### src/rtl/spis_pkg.sv
// Shared definitions for the Avalon-MM SPI target: register offsets, status
// bit positions, FSM encodings and a saturating counter helper.
package spis_pkg;

    localparam int unsigned DATA_W = 32;
    localparam int unsigned BYTE_W = 8;
    localparam int unsigned CNT_W  = 16;
    localparam int unsigned BIT_W  = 3;

    localparam logic [1:0] REG_STAT = 2'd0;
    localparam logic [1:0] REG_TX   = 2'd1;
    localparam logic [1:0] REG_CNT  = 2'd2;

    localparam int unsigned ST_IRQENA    = 15;
    localparam int unsigned ST_FRAME_END = 12;
    localparam int unsigned ST_OVERRUN   = 11;
    localparam int unsigned ST_TX_FULL   = 10;
    localparam int unsigned ST_RX_VALID  = 9;
    localparam int unsigned ST_NCS       = 8;

    typedef enum logic [2:0] {
        S_WAIT_HIGH = 3'b001,
        S_IDLE      = 3'b010,
        S_ACTIVE    = 3'b100
    } spis_state_e;

    function automatic logic [CNT_W-1:0] sat_inc(input logic [CNT_W-1:0] v);
        return (v == '1) ? v : v + CNT_W'(1);
    endfunction

endpackage

### src/rtl/spis_sync_edge.sv
// Multi-flop synchronizer for one asynchronous input, with a history flop
// providing single-cycle rise/fall strobes.
module spis_sync_edge #(
    parameter int unsigned SYNC_STAGES = 2
) (
    input  logic clk,
    input  logic reset_n,
    input  logic d_i,
    output logic level_o,
    output logic rise_c,
    output logic fall_c
);

    logic [SYNC_STAGES-1:0] sync_q;
    logic [SYNC_STAGES-1:0] sync_d;
    logic                   hist_q;

    always_comb begin
        sync_d = {sync_q[SYNC_STAGES-2:0], d_i};
    end

    always_ff @(posedge clk or negedge reset_n) begin
        if (!reset_n) begin
            sync_q <= '1;
            hist_q <= 1'b1;
        end else begin
            sync_q <= sync_d;
            hist_q <= sync_q[SYNC_STAGES-1];
        end
    end

    assign level_o = sync_q[SYNC_STAGES-1];
    assign rise_c  = level_o & ~hist_q;
    assign fall_c  = ~level_o & hist_q;

endmodule

### src/rtl/avalonif_spis.sv
// Avalon-MM SPI target (mode 3): oversampled host link, one TX holding byte,
// one RX byte with overrun detection, per-frame byte counter and level irq.
module avalonif_spis
    import spis_pkg::*;
#(
    parameter logic [7:0]  TX_FILL     = 8'hFF,
    parameter int unsigned SYNC_STAGES = 2
) (
    input  logic              clk,
    input  logic              reset_n,
    input  logic              chipselect,
    input  logic [1:0]        address,
    input  logic              read,
    output logic [DATA_W-1:0] readdata,
    input  logic              write,
    input  logic [DATA_W-1:0] writedata,
    output logic              irq,
    input  logic              SPIS_nCS,
    input  logic              SPIS_SCK,
    input  logic              SPIS_SDI,
    output logic              SPIS_SDO
);

    localparam int unsigned SETTLE_W = $clog2(SYNC_STAGES + 1);

    logic ncs_lvl, ncs_rise, ncs_fall;
    logic sck_lvl, sck_rise, sck_fall;
    logic sdi_lvl, sdi_rise, sdi_fall;

    spis_sync_edge #(.SYNC_STAGES(SYNC_STAGES)) u_sync_ncs (
        .clk(clk), .reset_n(reset_n), .d_i(SPIS_nCS),
        .level_o(ncs_lvl), .rise_c(ncs_rise), .fall_c(ncs_fall)
    );
    spis_sync_edge #(.SYNC_STAGES(SYNC_STAGES)) u_sync_sck (
        .clk(clk), .reset_n(reset_n), .d_i(SPIS_SCK),
        .level_o(sck_lvl), .rise_c(sck_rise), .fall_c(sck_fall)
    );
    spis_sync_edge #(.SYNC_STAGES(SYNC_STAGES)) u_sync_sdi (
        .clk(clk), .reset_n(reset_n), .d_i(SPIS_SDI),
        .level_o(sdi_lvl), .rise_c(sdi_rise), .fall_c(sdi_fall)
    );

    spis_state_e         state_q, state_d;
    logic [SETTLE_W-1:0] settle_q, settle_d;
    logic                irqena_q, irqena_d;
    logic                rx_valid_q, rx_valid_d;
    logic                overrun_q, overrun_d;
    logic                frame_end_q, frame_end_d;
    logic                tx_full_q, tx_full_d;
    logic [BYTE_W-1:0]   tx_buf_q, tx_buf_d;
    logic [BYTE_W-1:0]   rx_data_q, rx_data_d;
    logic [CNT_W-1:0]    bytecnt_q, bytecnt_d;
    logic [BIT_W-1:0]    bitcnt_q, bitcnt_d;
    logic                sdo_q, sdo_d;
    logic [BYTE_W-1:0]   shift_tx_q, shift_tx_d;
    logic [BYTE_W-1:0]   shift_rx_q, shift_rx_d;
    logic                irq_q, irq_d;
    logic [BYTE_W-1:0]   tx_src;
    logic [BYTE_W-1:0]   rx_byte;

    logic rd_stat, wr_stat, wr_tx;
    assign rd_stat = chipselect & read  & (address == REG_STAT);
    assign wr_stat = chipselect & write & (address == REG_STAT);
    assign wr_tx   = chipselect & write & (address == REG_TX);

    logic unused_ok;
    assign unused_ok = ^{writedata[31:16], writedata[14:13], writedata[10:8],
                         sck_lvl, sdi_rise, sdi_fall};

    // Bus side effects come first so same-cycle SPI events override them,
    // except the TX write, which must land after a same-cycle load.
    always_comb begin
        state_d     = state_q;
        settle_d    = settle_q;
        irqena_d    = irqena_q;
        rx_valid_d  = rx_valid_q;
        overrun_d   = overrun_q;
        frame_end_d = frame_end_q;
        tx_full_d   = tx_full_q;
        tx_buf_d    = tx_buf_q;
        rx_data_d   = rx_data_q;
        bytecnt_d   = bytecnt_q;
        bitcnt_d    = bitcnt_q;
        sdo_d       = sdo_q;
        shift_tx_d  = shift_tx_q;
        shift_rx_d  = shift_rx_q;
        tx_src      = tx_full_q ? tx_buf_q : TX_FILL;
        rx_byte     = {shift_rx_q[BYTE_W-2:0], sdi_lvl};

        if (rd_stat) begin
            rx_valid_d = 1'b0;
        end
        if (wr_stat) begin
            irqena_d = writedata[ST_IRQENA];
            if (writedata[ST_FRAME_END]) frame_end_d = 1'b0;
            if (writedata[ST_OVERRUN])   overrun_d   = 1'b0;
        end

        case (state_q)
            // Synced nCS reads 1 straight out of reset, so require it to stay
            // high until the synchronizer has refilled from the real pin.
            S_WAIT_HIGH: begin
                if (ncs_lvl) begin
                    if (settle_q == SETTLE_W'(SYNC_STAGES)) begin
                        state_d  = S_IDLE;
                        settle_d = '0;
                    end else begin
                        settle_d = settle_q + SETTLE_W'(1);
                    end
                end else begin
                    settle_d = '0;
                end
            end
            S_IDLE: begin
                if (ncs_fall) begin
                    state_d   = S_ACTIVE;
                    bitcnt_d  = '0;
                    bytecnt_d = '0;
                end
            end
            S_ACTIVE: begin
                if (ncs_rise) begin
                    state_d     = S_IDLE;
                    frame_end_d = 1'b1;
                    sdo_d       = 1'b1;
                    bitcnt_d    = '0;
                end else begin
                    if (sck_fall) begin
                        if (bitcnt_q == '0) begin
                            tx_full_d  = 1'b0;
                            sdo_d      = tx_src[BYTE_W-1];
                            shift_tx_d = {tx_src[BYTE_W-2:0], 1'b0};
                        end else begin
                            sdo_d      = shift_tx_q[BYTE_W-1];
                            shift_tx_d = {shift_tx_q[BYTE_W-2:0], 1'b0};
                        end
                    end
                    if (sck_rise) begin
                        shift_rx_d = rx_byte;
                        bitcnt_d   = bitcnt_q + BIT_W'(1);
                        if (bitcnt_q == BIT_W'(7)) begin
                            rx_data_d  = rx_byte;
                            bytecnt_d  = sat_inc(bytecnt_q);
                            if (rx_valid_q && !rd_stat) overrun_d = 1'b1;
                            rx_valid_d = 1'b1;
                        end
                    end
                end
            end
            default: begin
                state_d = S_WAIT_HIGH;
            end
        endcase

        if (wr_tx) begin
            tx_buf_d  = writedata[BYTE_W-1:0];
            tx_full_d = 1'b1;
        end

        irq_d = irqena_d & (rx_valid_d | overrun_d | frame_end_d);
    end

    always_ff @(posedge clk or negedge reset_n) begin
        if (!reset_n) begin
            state_q     <= S_WAIT_HIGH;
            settle_q    <= '0;
            irqena_q    <= 1'b0;
            rx_valid_q  <= 1'b0;
            overrun_q   <= 1'b0;
            frame_end_q <= 1'b0;
            tx_full_q   <= 1'b0;
            tx_buf_q    <= '0;
            rx_data_q   <= '0;
            bytecnt_q   <= '0;
            bitcnt_q    <= '0;
            sdo_q       <= 1'b1;
            shift_tx_q  <= '0;
            shift_rx_q  <= '0;
            irq_q       <= 1'b0;
        end else begin
            state_q     <= state_d;
            settle_q    <= settle_d;
            irqena_q    <= irqena_d;
            rx_valid_q  <= rx_valid_d;
            overrun_q   <= overrun_d;
            frame_end_q <= frame_end_d;
            tx_full_q   <= tx_full_d;
            tx_buf_q    <= tx_buf_d;
            rx_data_q   <= rx_data_d;
            bytecnt_q   <= bytecnt_d;
            bitcnt_q    <= bitcnt_d;
            sdo_q       <= sdo_d;
            shift_tx_q  <= shift_tx_d;
            shift_rx_q  <= shift_rx_d;
            irq_q       <= irq_d;
        end
    end

    // Zero-latency read mux
    always_comb begin
        readdata = '0;
        case (address)
            REG_STAT: begin
                readdata[ST_IRQENA]    = irqena_q;
                readdata[ST_FRAME_END] = frame_end_q;
                readdata[ST_OVERRUN]   = overrun_q;
                readdata[ST_TX_FULL]   = tx_full_q;
                readdata[ST_RX_VALID]  = rx_valid_q;
                readdata[ST_NCS]       = ncs_lvl;
                readdata[BYTE_W-1:0]   = rx_data_q;
            end
            REG_TX: begin
                readdata[ST_TX_FULL]   = tx_full_q;
                readdata[BYTE_W-1:0]   = tx_buf_q;
            end
            REG_CNT: begin
                readdata[CNT_W-1:0]    = bytecnt_q;
            end
            default: begin
                readdata = '0;
            end
        endcase
    end

    assign SPIS_SDO = sdo_q;
    assign irq      = irq_q;

endmodule

### config.mk
export PLATFORM = sky130hd
export DESIGN_NAME = avalonif_spis
export DESIGN_NICKNAME = d
export VERILOG_FILES = /design/src/rtl/spis_pkg.sv /design/src/rtl/spis_sync_edge.sv /design/src/rtl/avalonif_spis.sv
export SDC_FILE = /design/constraint.sdc
export NUM_CORES = 1
export LEC_CHECK = 0
export BUFFER_PORTS_ARGS = -buffer_cell sky130_fd_sc_hd__buf_2
export CORE_UTILIZATION = 59
export CTS_CLUSTER_DIAMETER = 40
export DETAILED_ROUTE_END_ITERATION = 6
export PLACE_DENSITY = 0.85
export RECOVER_POWER = 100
export SLEW_MARGIN = 40
export SYNTH_ARGS = -nofsm -noshare
export SYNTH_HDL_FRONTEND = slang
export SYNTH_SLANG_ARGS = --single-unit
### constraint.sdc
create_clock -name clk -period 3.2 [get_ports clk]
set_input_delay 0.48 -clock clk [delete_from_list [all_inputs] [get_ports clk]]
set_output_delay 0.48 -clock clk [all_outputs]
set_load 0.005 [all_outputs]
==> flow_metrics.tcl <==
set metrics [dict create \
    h-tree-depth 3 \
    async_flop_share_pct 100 \
    fin_nets 439 \
    cts-buffers-inserted 9 \
    pin_count 76 \
    busiest_layer "met2" \
    viasPerCell 5.81 \
    crit_buf_inv 0 \
    timing.setup.tns_ps 0 \
    synth.distinct_cells 54 \
    irDropWorstVdd_mv 0.377 \
    cts_sinks 69 \
    crit_chain "ha_1 -> nand3_2 -> or3_1 -> o41ai_2 -> a21oi_2 -> mux2_1" \
    ys.flop_type "dfrtp_1" \
    crit_family "compound AO/OA/AOI/OAI gates" \
    crit_fanout 8 \
    dr.pass1.iters 6 \
    grt_overflow 0 \
    start_util_pct 62.9 \
    grt_setup_unrepaired "no" \
    tightest_slew_ps 1250 \
    route.vias.total 2729 \
    core_um2 5680 \
    cp_slowest_stage_delay_ps 790 \
    ant_nets 0 \
    hold_class "input port to register" \
    die_w_um 79.8 \
    setup_violations 0 \
    grtUsageMet1_pct 33.2 \
    path_clk_slew_ps 80 \
    p_per_area_nw_per_um2 477 \
    worst_path_max_delay_cell "o41ai_2" \
    fin_crit_ps 2710 \
    std_cell_rows 27 \
    syn_area_um2 3570 \
    drive_gt1_share_pct 18.3 \
    ys_warn_count 0 \
    met3_usage_pct 7.43 \
    cts_resized 0 \
    routedWlPerCell_um 15.7 \
    dpl-instance-area_um2 3760 \
    worstPathRequired_ps 3440 \
    hold_viol 0 \
    status "finished clean" \
    first_global_vias 2532 \
    fmax_mhz 369 \
    wl_mm 7.38 \
    globalplace.congestion 0.860 \
    track_usage_pct 25.6 \
    critical_path_class "register to register" \
    clkLatencyLatePin_ps 360 \
    cts_root_buf "clkbuf_8" \
    start_kind "register" \
    critPathCaptureType "register" \
    avgSynthCellArea_um2 10.1 \
    rrSetupSlack_ps 490 \
    grt_pass1_wl_mm 12.1 \
    die_h_um 79.8 \
    io_buffers 38 \
    tritoncts "built" \
    met2_usage_pct 40.7 \
    worstPathArrival_ps 2950 \
    final_util_pct 68.8 \
    die_area_um2 6370 \
    synth_cells 354 \
    drt_iter0_drc 169 \
    syn2layout_area_growth_pct 9.46 \
    maxSlewViolCount 0 \
    hpwl_mm 5.30 \
    post-route-period-util_pct 84.7 \
    synth_seq_cells 69 \
    design_area_um2 3910 \
    relSlewSlack_pct 16.6 \
    grt_max_degree 44 \
    clock_skew_ps 4.75 \
    synth_edf_count 0 \
    cts_buffer_depth 2 \
    diodes 0 \
    mostFrequentLayoutCells "nand2_1 (59), dfrtp_1 (59), o21ai_0 (28)" \
    leakage_nw 1.82 \
    grt_antenna_before_repair 0 \
    yosysSeqAreaShare_pct 48.7 \
    drc 0 \
    cap_violations 0 \
]
worst register-to-register path, cell delays in order, from the launching register on:
cell     delay [ps]
dfrtp_1         430
ha_1            240
nand3_2         130
or3_1           420
o41ai_2         790
a21oi_2         230
mux2_1          350
repair_timing:
action / 4_1_cts / 5_1_grt
endpoints found under the hold margin: 3 / 0
hold buffers: 1 / 0
buffers inserted: 0 / 0
worst paths after layout:
check,from,endpoint,cells after the start
min,SPIS_SDI,u_sync_sdi.sync_q[0],1
max in group asynchronous,reset_n,tx_buf_q[5],3
max reg2reg,bytecnt_q[0],bytecnt_q[0],6
min reg2reg,u_sync_sdi.sync_q[0],u_sync_sdi.sync_q[1],0
min in group asynchronous,reset_n,bytecnt_q[12],2
max,bytecnt_q[0],bytecnt_q[0],6
area by class of cell:
type	instances	area, um^2
multi-input combinational	257	1620
fill	440	1770
inverter	12	45.0
tap	72	90.1
clock buffer	11	141
clock inverter	5	58.8
sequential	69	1740
timing repair buffer	44	211
cell usage after synthesis (all sizes together), types with 9 or more instances:
library cell  count  area [um^2]
buf              22          154
clkbuf            9         33.8
dfrtp            59         1480
dfstp            10          263
inv              12         45.0
mux2             19          218
mux2i            21          210
nand2            59          221
nand2b           11         68.8
nand3            12         65.1
nor2             14         52.6
o21ai            28          140
or3               9         61.3
per-stage QoR:
stage | setup WS, ps | total power (W) | hold slack, ps | std cells
3_5_place_dp | 743 | 0.00115 | 294 | 453
6_report | 489 | 0.00186 | 213 | 470
3_3_place_gp | 788 | 0.00114 | 293 | 453
5_1_grt | 304 | 0.00193 | 194 | 470
2_1_floorplan | 1090 | 0.00109 | 184 | 369
4_1_cts | 712 | 0.00188 | 203 | 470
report_power, final:
part           leakage (nW)  internal [W]  switching (W)
registers             0.903      0.000922      0.0000378
clock network        0.0959      0.000383       0.000348
logic                 0.818     0.0000808      0.0000931
total                  1.82       0.00139       0.000479
logic make-up after synthesis:
kind of cell	count (synthesis)	share of synthesized area [%]
simple gates	133	18.4
flops	69	48.7
compound gates	64	12.9
buf+inv	43	6.52
mux	40	12.0
fa+ha+maj	4	1.40
other cells	1	0.105
state kept, by name (all words and copies together), names as in the netlist:
signal             count
shift_tx_q             7
u_sync_sck.sync_q      2
u_sync_ncs.hist_q      1
overrun_q              1
tx_full_q              1
bytecnt_q             16
irqena_q               1
shift_rx_q             7
tx_buf_q               8
rx_data_q              8
u_sync_sdi.sync_q      2
u_sync_ncs.sync_q      2
bitcnt_q               3
SPIS_SDO               1
settle_q               2
rx_valid_q             1
irq                    1
state_q                3
frame_end_q            1
u_sync_sck.hist_q      1
layer usage:
metal	routed length, um	share of wire [%]
met4	123	1.7
met5	0	0
met3	382	5.2
met1	3330	45
met2	3550	48
Note: power is estimated with default switching activity, not from simulation.
